===== src/rtl/miner_core_hash_engine.sv =====
`default_nettype none
// ============================================================================
// Module      : miner_core_hash_engine
// Description : SHA-256 single-block hash engine. Combines the message schedule
//               and compression in one datapath, using a rolling 16-word W
//               window. It has a start/busy/done handshake, an optional
//               chaining-value feed-forward, and processes RPC rounds per clock.
// Revision    : 1.0 - initial release
// ============================================================================
module miner_core_hash_engine #(
    parameter int RPC      = 1,   // rounds per clock: 1, 2, 4 or 8
    parameter int FEED_FWD = 1    // 1: add chaining value to the final state
) (
    input  logic         clk,
    input  logic         n_rst,
    input  logic         start,
    input  logic [511:0] chunk,
    input  logic [255:0] init_h,
    output logic         ready,
    output logic         busy,
    output logic         done,
    output logic [255:0] digest
);

    // The round counter is 7 bits wide so that t+RPC never aliases before
    // the last-round compare.
    localparam logic [6:0] C_LAST_T = 7'(64 - RPC);
    localparam logic [6:0] C_STEP   = 7'(RPC);

    localparam logic [0:63][31:0] C_K_ROM = {
        32'h428a2f98, 32'h71374491, 32'hb5c0fbcf, 32'he9b5dba5,
        32'h3956c25b, 32'h59f111f1, 32'h923f82a4, 32'hab1c5ed5,
        32'hd807aa98, 32'h12835b01, 32'h243185be, 32'h550c7dc3,
        32'h72be5d74, 32'h80deb1fe, 32'h9bdc06a7, 32'hc19bf174,
        32'he49b69c1, 32'hefbe4786, 32'h0fc19dc6, 32'h240ca1cc,
        32'h2de92c6f, 32'h4a7484aa, 32'h5cb0a9dc, 32'h76f988da,
        32'h983e5152, 32'ha831c66d, 32'hb00327c8, 32'hbf597fc7,
        32'hc6e00bf3, 32'hd5a79147, 32'h06ca6351, 32'h14292967,
        32'h27b70a85, 32'h2e1b2138, 32'h4d2c6dfc, 32'h53380d13,
        32'h650a7354, 32'h766a0abb, 32'h81c2c92e, 32'h92722c85,
        32'ha2bfe8a1, 32'ha81a664b, 32'hc24b8b70, 32'hc76c51a3,
        32'hd192e819, 32'hd6990624, 32'hf40e3585, 32'h106aa070,
        32'h19a4c116, 32'h1e376c08, 32'h2748774c, 32'h34b0bcb5,
        32'h391c0cb3, 32'h4ed8aa4a, 32'h5b9cca4f, 32'h682e6ff3,
        32'h748f82ee, 32'h78a5636f, 32'h84c87814, 32'h8cc70208,
        32'h90befffa, 32'ha4506ceb, 32'hbef9a3f7, 32'hc67178f2
    };

    typedef enum logic [1:0] {
        S_IDLE  = 2'd0,
        S_LOAD  = 2'd1,
        S_ROUND = 2'd2,
        S_FINAL = 2'd3
    } state_t;

    state_t        state;
    state_t        next_state;

    logic [511:0]  r_chunk;
    logic [255:0]  r_init;
    logic [31:0]   r_win [0:15];     // r_win[0] holds W[t]
    logic [31:0]   r_wk  [0:7];      // working registers a..h, index 0 = a
    logic [6:0]    r_t;
    logic          r_done;
    logic [255:0]  r_digest;

    logic [31:0]   w_ext [0:15+RPC]; // window plus the RPC newly scheduled words
    logic [31:0]   w_st  [0:7];      // working state after RPC rounds
    logic [31:0]   w_t1;
    logic [31:0]   w_t2;
    logic [255:0]  w_final;

    function automatic logic [31:0] rotr(input logic [31:0] x, input int n);
        return (x >> n) | (x << (32 - n));
    endfunction

    function automatic logic [31:0] bsig0(input logic [31:0] x);
        return rotr(x, 2) ^ rotr(x, 13) ^ rotr(x, 22);
    endfunction

    function automatic logic [31:0] bsig1(input logic [31:0] x);
        return rotr(x, 6) ^ rotr(x, 11) ^ rotr(x, 25);
    endfunction

    function automatic logic [31:0] ssig0(input logic [31:0] x);
        return rotr(x, 7) ^ rotr(x, 18) ^ (x >> 3);
    endfunction

    function automatic logic [31:0] ssig1(input logic [31:0] x);
        return rotr(x, 17) ^ rotr(x, 19) ^ (x >> 10);
    endfunction

    function automatic logic [31:0] ch(input logic [31:0] x, input logic [31:0] y,
                                       input logic [31:0] z);
        return (x & y) ^ (~x & z);
    endfunction

    function automatic logic [31:0] maj(input logic [31:0] x, input logic [31:0] y,
                                        input logic [31:0] z);
        return (x & y) ^ (x & z) ^ (y & z);
    endfunction

    assign ready  = (state == S_IDLE);
    assign busy   = (state != S_IDLE);
    assign done   = r_done;
    assign digest = r_digest;

    // State register.
    always_ff @(posedge clk or negedge n_rst) begin
        if (!n_rst) begin
            state <= S_IDLE;
        end else begin
            state <= next_state;
        end
    end

    // Next-state logic: IDLE -> LOAD -> ROUND (64/RPC clocks) -> FINAL -> IDLE.
    always_comb begin
        next_state = state;
        case (state)
            S_IDLE:  if (start) next_state = S_LOAD;
            S_LOAD:  next_state = S_ROUND;
            S_ROUND: if (r_t == C_LAST_T) next_state = S_FINAL;
            S_FINAL: next_state = S_IDLE;
            default: next_state = S_IDLE;
        endcase
    end

    // Schedule RPC new words and run RPC chained compression rounds.
    always_comb begin
        w_t1 = '0;
        w_t2 = '0;
        for (int i = 0; i < 16; i++) begin
            w_ext[i] = r_win[i];
        end
        for (int j = 0; j < RPC; j++) begin
            w_ext[16+j] = ssig1(w_ext[14+j]) + w_ext[9+j] + ssig0(w_ext[1+j]) + w_ext[j];
        end
        for (int i = 0; i < 8; i++) begin
            w_st[i] = r_wk[i];
        end
        for (int j = 0; j < RPC; j++) begin
            w_t1 = w_st[7] + bsig1(w_st[4]) + ch(w_st[4], w_st[5], w_st[6])
                 + C_K_ROM[r_t[5:0] + 6'(j)] + w_ext[j];
            w_t2 = bsig0(w_st[0]) + maj(w_st[0], w_st[1], w_st[2]);
            w_st[7] = w_st[6];
            w_st[6] = w_st[5];
            w_st[5] = w_st[4];
            w_st[4] = w_st[3] + w_t1;
            w_st[3] = w_st[2];
            w_st[2] = w_st[1];
            w_st[1] = w_st[0];
            w_st[0] = w_t1 + w_t2;
        end
    end

    generate
        if (FEED_FWD != 0) begin : g_feed_fwd
            // Final digest: post-round state plus the captured chaining value.
            always_comb begin
                w_final = '0;
                for (int i = 0; i < 8; i++) begin
                    w_final[255-32*i -: 32] = r_wk[i] + r_init[255-32*i -: 32];
                end
            end
        end else begin : g_raw_state
            // Final digest: raw post-round state.
            always_comb begin
                w_final = '0;
                for (int i = 0; i < 8; i++) begin
                    w_final[255-32*i -: 32] = r_wk[i];
                end
            end
        end
    endgenerate

    // Datapath registers: input capture, window/working-state update, digest.
    always_ff @(posedge clk or negedge n_rst) begin
        if (!n_rst) begin
            r_chunk  <= '0;
            r_init   <= '0;
            r_t      <= '0;
            r_done   <= 1'b0;
            r_digest <= '0;
            for (int i = 0; i < 16; i++) r_win[i] <= '0;
            for (int i = 0; i < 8; i++)  r_wk[i]  <= '0;
        end else begin
            r_done <= (state == S_FINAL);
            case (state)
                S_IDLE: begin
                    if (start) begin
                        r_chunk <= chunk;
                        r_init  <= init_h;
                    end
                end
                S_LOAD: begin
                    r_t <= '0;
                    for (int i = 0; i < 16; i++) r_win[i] <= r_chunk[511-32*i -: 32];
                    for (int i = 0; i < 8; i++)  r_wk[i]  <= r_init[255-32*i -: 32];
                end
                S_ROUND: begin
                    r_t <= r_t + C_STEP;
                    for (int i = 0; i < 16; i++) r_win[i] <= w_ext[i+RPC];
                    for (int i = 0; i < 8; i++)  r_wk[i]  <= w_st[i];
                end
                S_FINAL: begin
                    r_digest <= w_final;
                end
                default: ;
            endcase
        end
    end

endmodule
`default_nettype wire

===== config.mk =====
export PLATFORM = sky130hd
export DESIGN_NAME = miner_core_hash_engine
export DESIGN_NICKNAME = d
export VERILOG_FILES = /design/src/rtl/miner_core_hash_engine.sv
export SDC_FILE = /design/constraint.sdc
export NUM_CORES = 2
export LEC_CHECK = 0
export BUFFER_PORTS_ARGS = -buffer_cell sky130_fd_sc_hd__buf_2
export CAP_MARGIN = 20
export CORE_AREA = 2 2 524 396
export DETAILED_ROUTE_END_ITERATION = 8
export DIE_AREA = 0 0 526 398
export GPL_ROUTABILITY_DRIVEN = 0
export PLACE_DENSITY = 0.66
export SETUP_SLACK_MARGIN = 0.2
export SYNTH_ARGS = -nofsm -noshare
export SYNTH_HDL_FRONTEND = slang
export SYNTH_SLANG_ARGS = --single-unit

===== constraint.sdc =====
create_clock -name clk -period 10.08 [get_ports clk]
set_input_delay 1.008 -clock clk [delete_from_list [all_inputs] [get_ports clk]]
set_output_delay 1.008 -clock clk [all_outputs]
set_load 0.005 [all_outputs]

# Yosys cells after proc, flatten, opt, wreduce, memory -nomap -nowiden
# Memories as Yosys holds them, arrays and structs flattened.
# Index checks and enable logic that the tools add are counted.
# op_classes
multipliers	0
eq_ne	6
reduce_logical	5
bitwise_logic	28
order_cmp	1
div_mod_pow	0
add_sub_neg	19
n_shift	0
n_mux	8
# op_table
cell	count
case mux 512 bit (2 select lines)	1
adder 32 bit	18
case mux 256 bit (2 select lines)	1
XOR 32 bit	9
AND 32 bit	5
two-way mux 32 bit	2
NOT 32 bit	1
bitwise OR 10 x 32 -> 32 bit	1
bitwise OR 13 x 32 -> 32 bit	1
bitwise OR 14 x 32 -> 32 bit	1
bitwise OR 15 x 32 -> 32 bit	1
bitwise OR 19 x 32 -> 32 bit	1
bitwise OR 21 x 32 -> 32 bit	1
bitwise OR 25 x 32 -> 32 bit	1
bitwise OR 26 x 32 -> 32 bit	1
bitwise OR 30 x 32 -> 32 bit	1
bitwise OR 7 x 32 -> 32 bit	1
XOR 32 x 22 -> 32 bit	1
XOR 32 x 29 -> 32 bit	1
case mux 7 bit (2 select lines)	1
case mux 2 bit (4 select lines)	1
adder 7 x 1 -> 7 bit, second input constant	1
== test 7 x 6 -> 1 bit, second input constant	1
greater-or-equal comparator 7 bit, second input constant	1
other kinds (8)	13
# totals
memories	1
input_bits	771
regBits	1802
romBits	2048
elab_cells	98
ramBits	0
output_inout_bits	259
latch_bits	0
# memory_table
memory	depth	word_bits	rd	rd_ports_with_merged_regs	write_ports	line_no	rtl
(name not given)	64	32	1	0	0	144	+ C_K_ROM[r_t[5:0] + 6'(j)] + w_ext[j];

# Depth between registers and ports, before layout
# depth
ltp_word	9
mapped_depth	37
ltp_nobuf	35

# Least setup slack after synthesis
# Ideal clock, no wire load.
# synth_timing
path_type	register to register
from	reg r_t[2]
to	reg r_wk[254] (netlist bit)
setup_ns	0.137
slack_ns	2.374
arrival_ns	7.569
path_stages_with_launch	34
required_ns	9.943
path_buffers	3
synth_period_minus_slack_ns	7.706
cell_sequence	dfrtp_1 inv_1 clkbuf_1 buf_1 ha_1 clkbuf_1 nor2_1 nand2_1 o21ai_0 mux4_2 fa_1 inv_1 ha_1 o21a_1 o21ai_0 a21oi_1 a21oi_1 o31ai_1 a31oi_1 o21bai_1 xor2_1 inv_1 fa_1 inv_1 ha_1 and3_1 a31o_2 a221oi_1 o21ai_0 o41ai_1 o21ai_0 xor2_1 mux2i_1 a21oi_1
# synth_between
elab_chain_cells	8
# synth_rtl
item	line_no	rtl
start, declared	63	logic [6:0] r_t;
start signal, assigned	202	r_t <= r_t + C_STEP;
NOT 6 -> 7 bit (implied by the code)	144	
memory read (64 x 32 bit)	--	
two-way mux 32 bit (implied by the code) (2 in series)	144	
adder 32 bit (2 in series)	144	
adder 32 bit	153	w_st[0] = w_t1 + w_t2;
case mux 256 bit (2 select lines)	189	case (state)
end, declared	62	logic [31:0] r_wk [0:7];
# No other way between the ends. The select of a mux whose other input is x is not followed.
# A chain may end at the register's enable or synchronous reset.

# Final worst setup path
# layout_timing
from	reg r_t[0]
to	reg r_wk[254] (netlist bit)
# Same word-level chain as after synthesis.

==> out/qor.csv <==
stage;metric;value;unit
floorplan;rows;144;
drt;avgRoutedWirePerCell;27.07;um
floorplan;core_area;204300;um2
timing;drv_slew;0;
grt;antenna_found_initial;138;
critical_path;cp-end-kind;flip-flop;
synthesis;synth_ff_type;dfrtp_1;
critical_path;r2r-end;r_wk[254]$_DFFE_PN0P_;
clock_tree;cts_max_path_buffers;4;
placed_design;pre_cts_slack;844.7;ps
clock_tree;htree_num_levels;4;
timing;hold_viol_final;0;
timing;setup-tns-final;0;ps
clock_tree;insertion_delay;900;ps
synthesis;synth-edff-count;0;
critical_path;r2r_start;r_t[0]$_DFFE_PN0P_;
critical_path;max_stage_delay;800;ps
floorplan;pin_count;1030;
drt;drtAntennaViolNets;0;
timing;worst_pin_slew;1256;ps
power_and_ir_drop;switching_share;22.33;%
status;status;complete, but fails checks;
synthesis;synthDominantCellAreaShare;44.31;%
power_and_ir_drop;clockPowerShare;48.9;%
power_and_ir_drop;netSwitchingPower;0.003308;W
critical_path;r2r_cells;30;
status;violations;DRC;
floorplan;start_util;49.81;%
synthesis;yosysUniqueCellTypes;96;
clock_tree;clock_sinks;1802;
power_and_ir_drop;pwr-share-seq;48.8;%
power_and_ir_drop;p_leak;64.73;nW
timing;timing.final.ws_setup;505.6;ps
timing;fin_crit_sh;94.98;%
drt;routed_via_density;5.986;
run;drv_cap;0;
grt;grt_start_max_net_pins;259;
timing;period_minus_slack;9574;ps
power_and_ir_drop;power_density;128.3;nW/um2
clock_tree;root_buffer;clkbuf_16;
synthesis;ys_async_sr_fraction;100.0;%
clock_tree;cts-resized-gates;0;
critical_path;cp.required;10750;ps
grt;grtUsageTotal;33.33;%
synthesis;ys_seq_area_share;44.31;%
grt;use_met1;45.32;%
placed_design;place.port_buffers;1029;
grt;grt_pass1_vias;76870;
synthesis;synth_seq_cells;1802;
drt;drc_errors;102;
power_and_ir_drop;ir_drop;0.1277;mV
final_layout;final_util;56.51;%
timing;rsz0062_at_grt;no;
drt;wirelength;358.2;mm
final_layout;drive_above_1_share;23.45;%
drt;first_iter_violations;9809;
synthesis;ys_warn_count;0;
clock_tree;cts.clk_slew.worst_paths;70;ps
floorplan;die_h;398;um
critical_path;path_buf_inv;4;
critical_path;critPathLaunchType;flip-flop;
synthesis;synth_area_leader_cell;dfrtp_1;
clock_tree;cts_tree;done;
power_and_ir_drop;p_int;0.01151;W
power_and_ir_drop;p_total;0.01482;W
final_layout;most-common-layout-cells;dfrtp_1 (1,800), a21oi_1 (1,134), nor2_1 (1,061);
final_layout;syn_to_final_growth;13.45;%
timing;setup_viol;0;
floorplan;die-area;209300;um2
hold_path;min_path_type;input port to asynchronous set/reset pin;
critical_path;path_class;flip-flop to flip-flop;
critical_path;crit_family;compound AO/OA/AOI/OAI gates;
critical_path;cp_slowest_cell;ha_1;
synthesis;synthTopCellsByArea;dfrtp_1 (44%), mux2_2 (11%), mux2i_1 (7.4%);
power_and_ir_drop;combPwrFrac;2.3;%
synthesis;synth_nets;10960;
grt;use_met2;49.60;%
synthesis;postSynthCellCount;9595;
grt;use_met3;8.636;%
final_layout;nNetsFinal;11680;
critical_path;crit_arrival;10240;ps
critical_path;ff2ff_setup_slack;510;ps
timing;max_freq;104.4;MHz
drt;vias;79200;
timing;relSlewSlack;16.29;%
critical_path;crit_fanout;14;
drt;dr.pass1.iters;9;
clock_tree;numCtsBuffers;190;
synthesis;avgSynthCellArea;10.61;um2
grt;grt_pass1_wl;515.4;mm
grt;grt_overflow_total;0;
grt;busiest_layer;met2;
timing;fin_worst_skew;76.52;ps
clock_tree;post_cts_buffers;0;
clock_tree;cts_hold_buffers;0;
placed_design;place.detailed.hpwl;273.3;mm
timing;whs;196.6;ps
synthesis;synthesis.area;101800;um2
floorplan;die_x;526;um
final_layout;final_common_cell;dfrtp_1;
## routing by layer
metal  part of all wire [%]  vias to the layer above
li1                       -                    34950
met1                     41                    39310
met2                     43                     3901
met3                    9.7                      980
met4                    5.4                       58
met5                   0.11                        -
## power groups by stage
stage,clock network (W),logic (W),registers [W]
6_report,0.00724,0.000346,0.00723
5_1_grt,0.00762,0.000385,0.00723
4_1_cts,0.00734,0.000351,0.00723
3_5_place_dp,0,0.000350,0.00737
3_3_place_gp,0,0.000346,0.00737
2_1_floorplan,0,0.00000344,0.00737
## synth_stat cells (all sizes together) (46+ instances only)
master  instances
dfrtp        1802
o21ai         289
nor2b          58
mux2          987
a31oi          46
nor3           78
xnor2         374
nand2         241
clkbuf        478
a21o          163
o211ai         49
a21oi        1137
mux2i         751
nand3          82
o21a           76
a211oi         49
fa            195
xor2          194
nor2         1061
buf           100
o21bai         48
ha            402
inv           501
## kinds of logic after synthesis
kind of cell | after synthesis | share of synthesized area, %
xor gates and xnor gates | 569 | 4.911
DFF | 1802 | 44.31
buffers and inverters | 1082 | 4.041
adders and majority gates | 600 | 8.808
and+or+nand+nor | 1711 | 7.195
muxes | 1747 | 18.51
AOI/OAI and AO/OA | 2084 | 12.22
## cell type report
class,instances,area [um2]
clock buffers,277,5552
diodes,81,202.7
clock inverters,58,739.5
flip-flops and latches,1802,45100
multi-input cells,6711,52610
repair buffers,1099,5976
fillers,17570,88870
well taps,2701,3379
inverters,503,1891
## worst reg2reg max path: cells and delay by family, from the launching register on
family / cells / cell delay, ps
and+or+nand+nor: 4 / 900
buffers and inverters: 4 / 660
muxes: 1 / 140
AOI/OAI and AO/OA: 14 / 4050
xor gates and xnor gates: 2 / 390
DFF: 1 / 770
adders and majority gates: 5 / 2470
## worst max path at each step
stage,start,end,slack [ps],depth (start not counted)
after CTS,r_t[0]$_DFFE_PN0P_,r_wk[254]$_DFFE_PN0P_,750,30
after global routing,r_t[0]$_DFFE_PN0P_,r_wk[254]$_DFFE_PN0P_,270,30
after global placement,r_t[0]$_DFFE_PN0P_,r_wk[254]$_DFFE_PN0P_,1190,30
after detailed placement,r_t[0]$_DFFE_PN0P_,r_wk[254]$_DFFE_PN0P_,840,29
final,r_t[0]$_DFFE_PN0P_,r_wk[254]$_DFFE_PN0P_,510,30
after floorplan,r_t[2]$_DFFE_PN0P_,r_wk[254]$_DFFE_PN0P_,2370,33
## state kept, by name, summed over array words and instances, names as in the netlist
name     flops
r_chunk    512
r_wk       256
digest     256
r_init     256
r_win      512
state        2
r_t          7
done         1
## metrics by stage
stage,cell area (um2),cells
after floorplan,101800,9595
after CTS,115200,13150
final,115400,13230
after global routing,115400,13220
after detailed placement,108900,12810
after global placement,108900,12810
(Power assumes the default switching activity.)
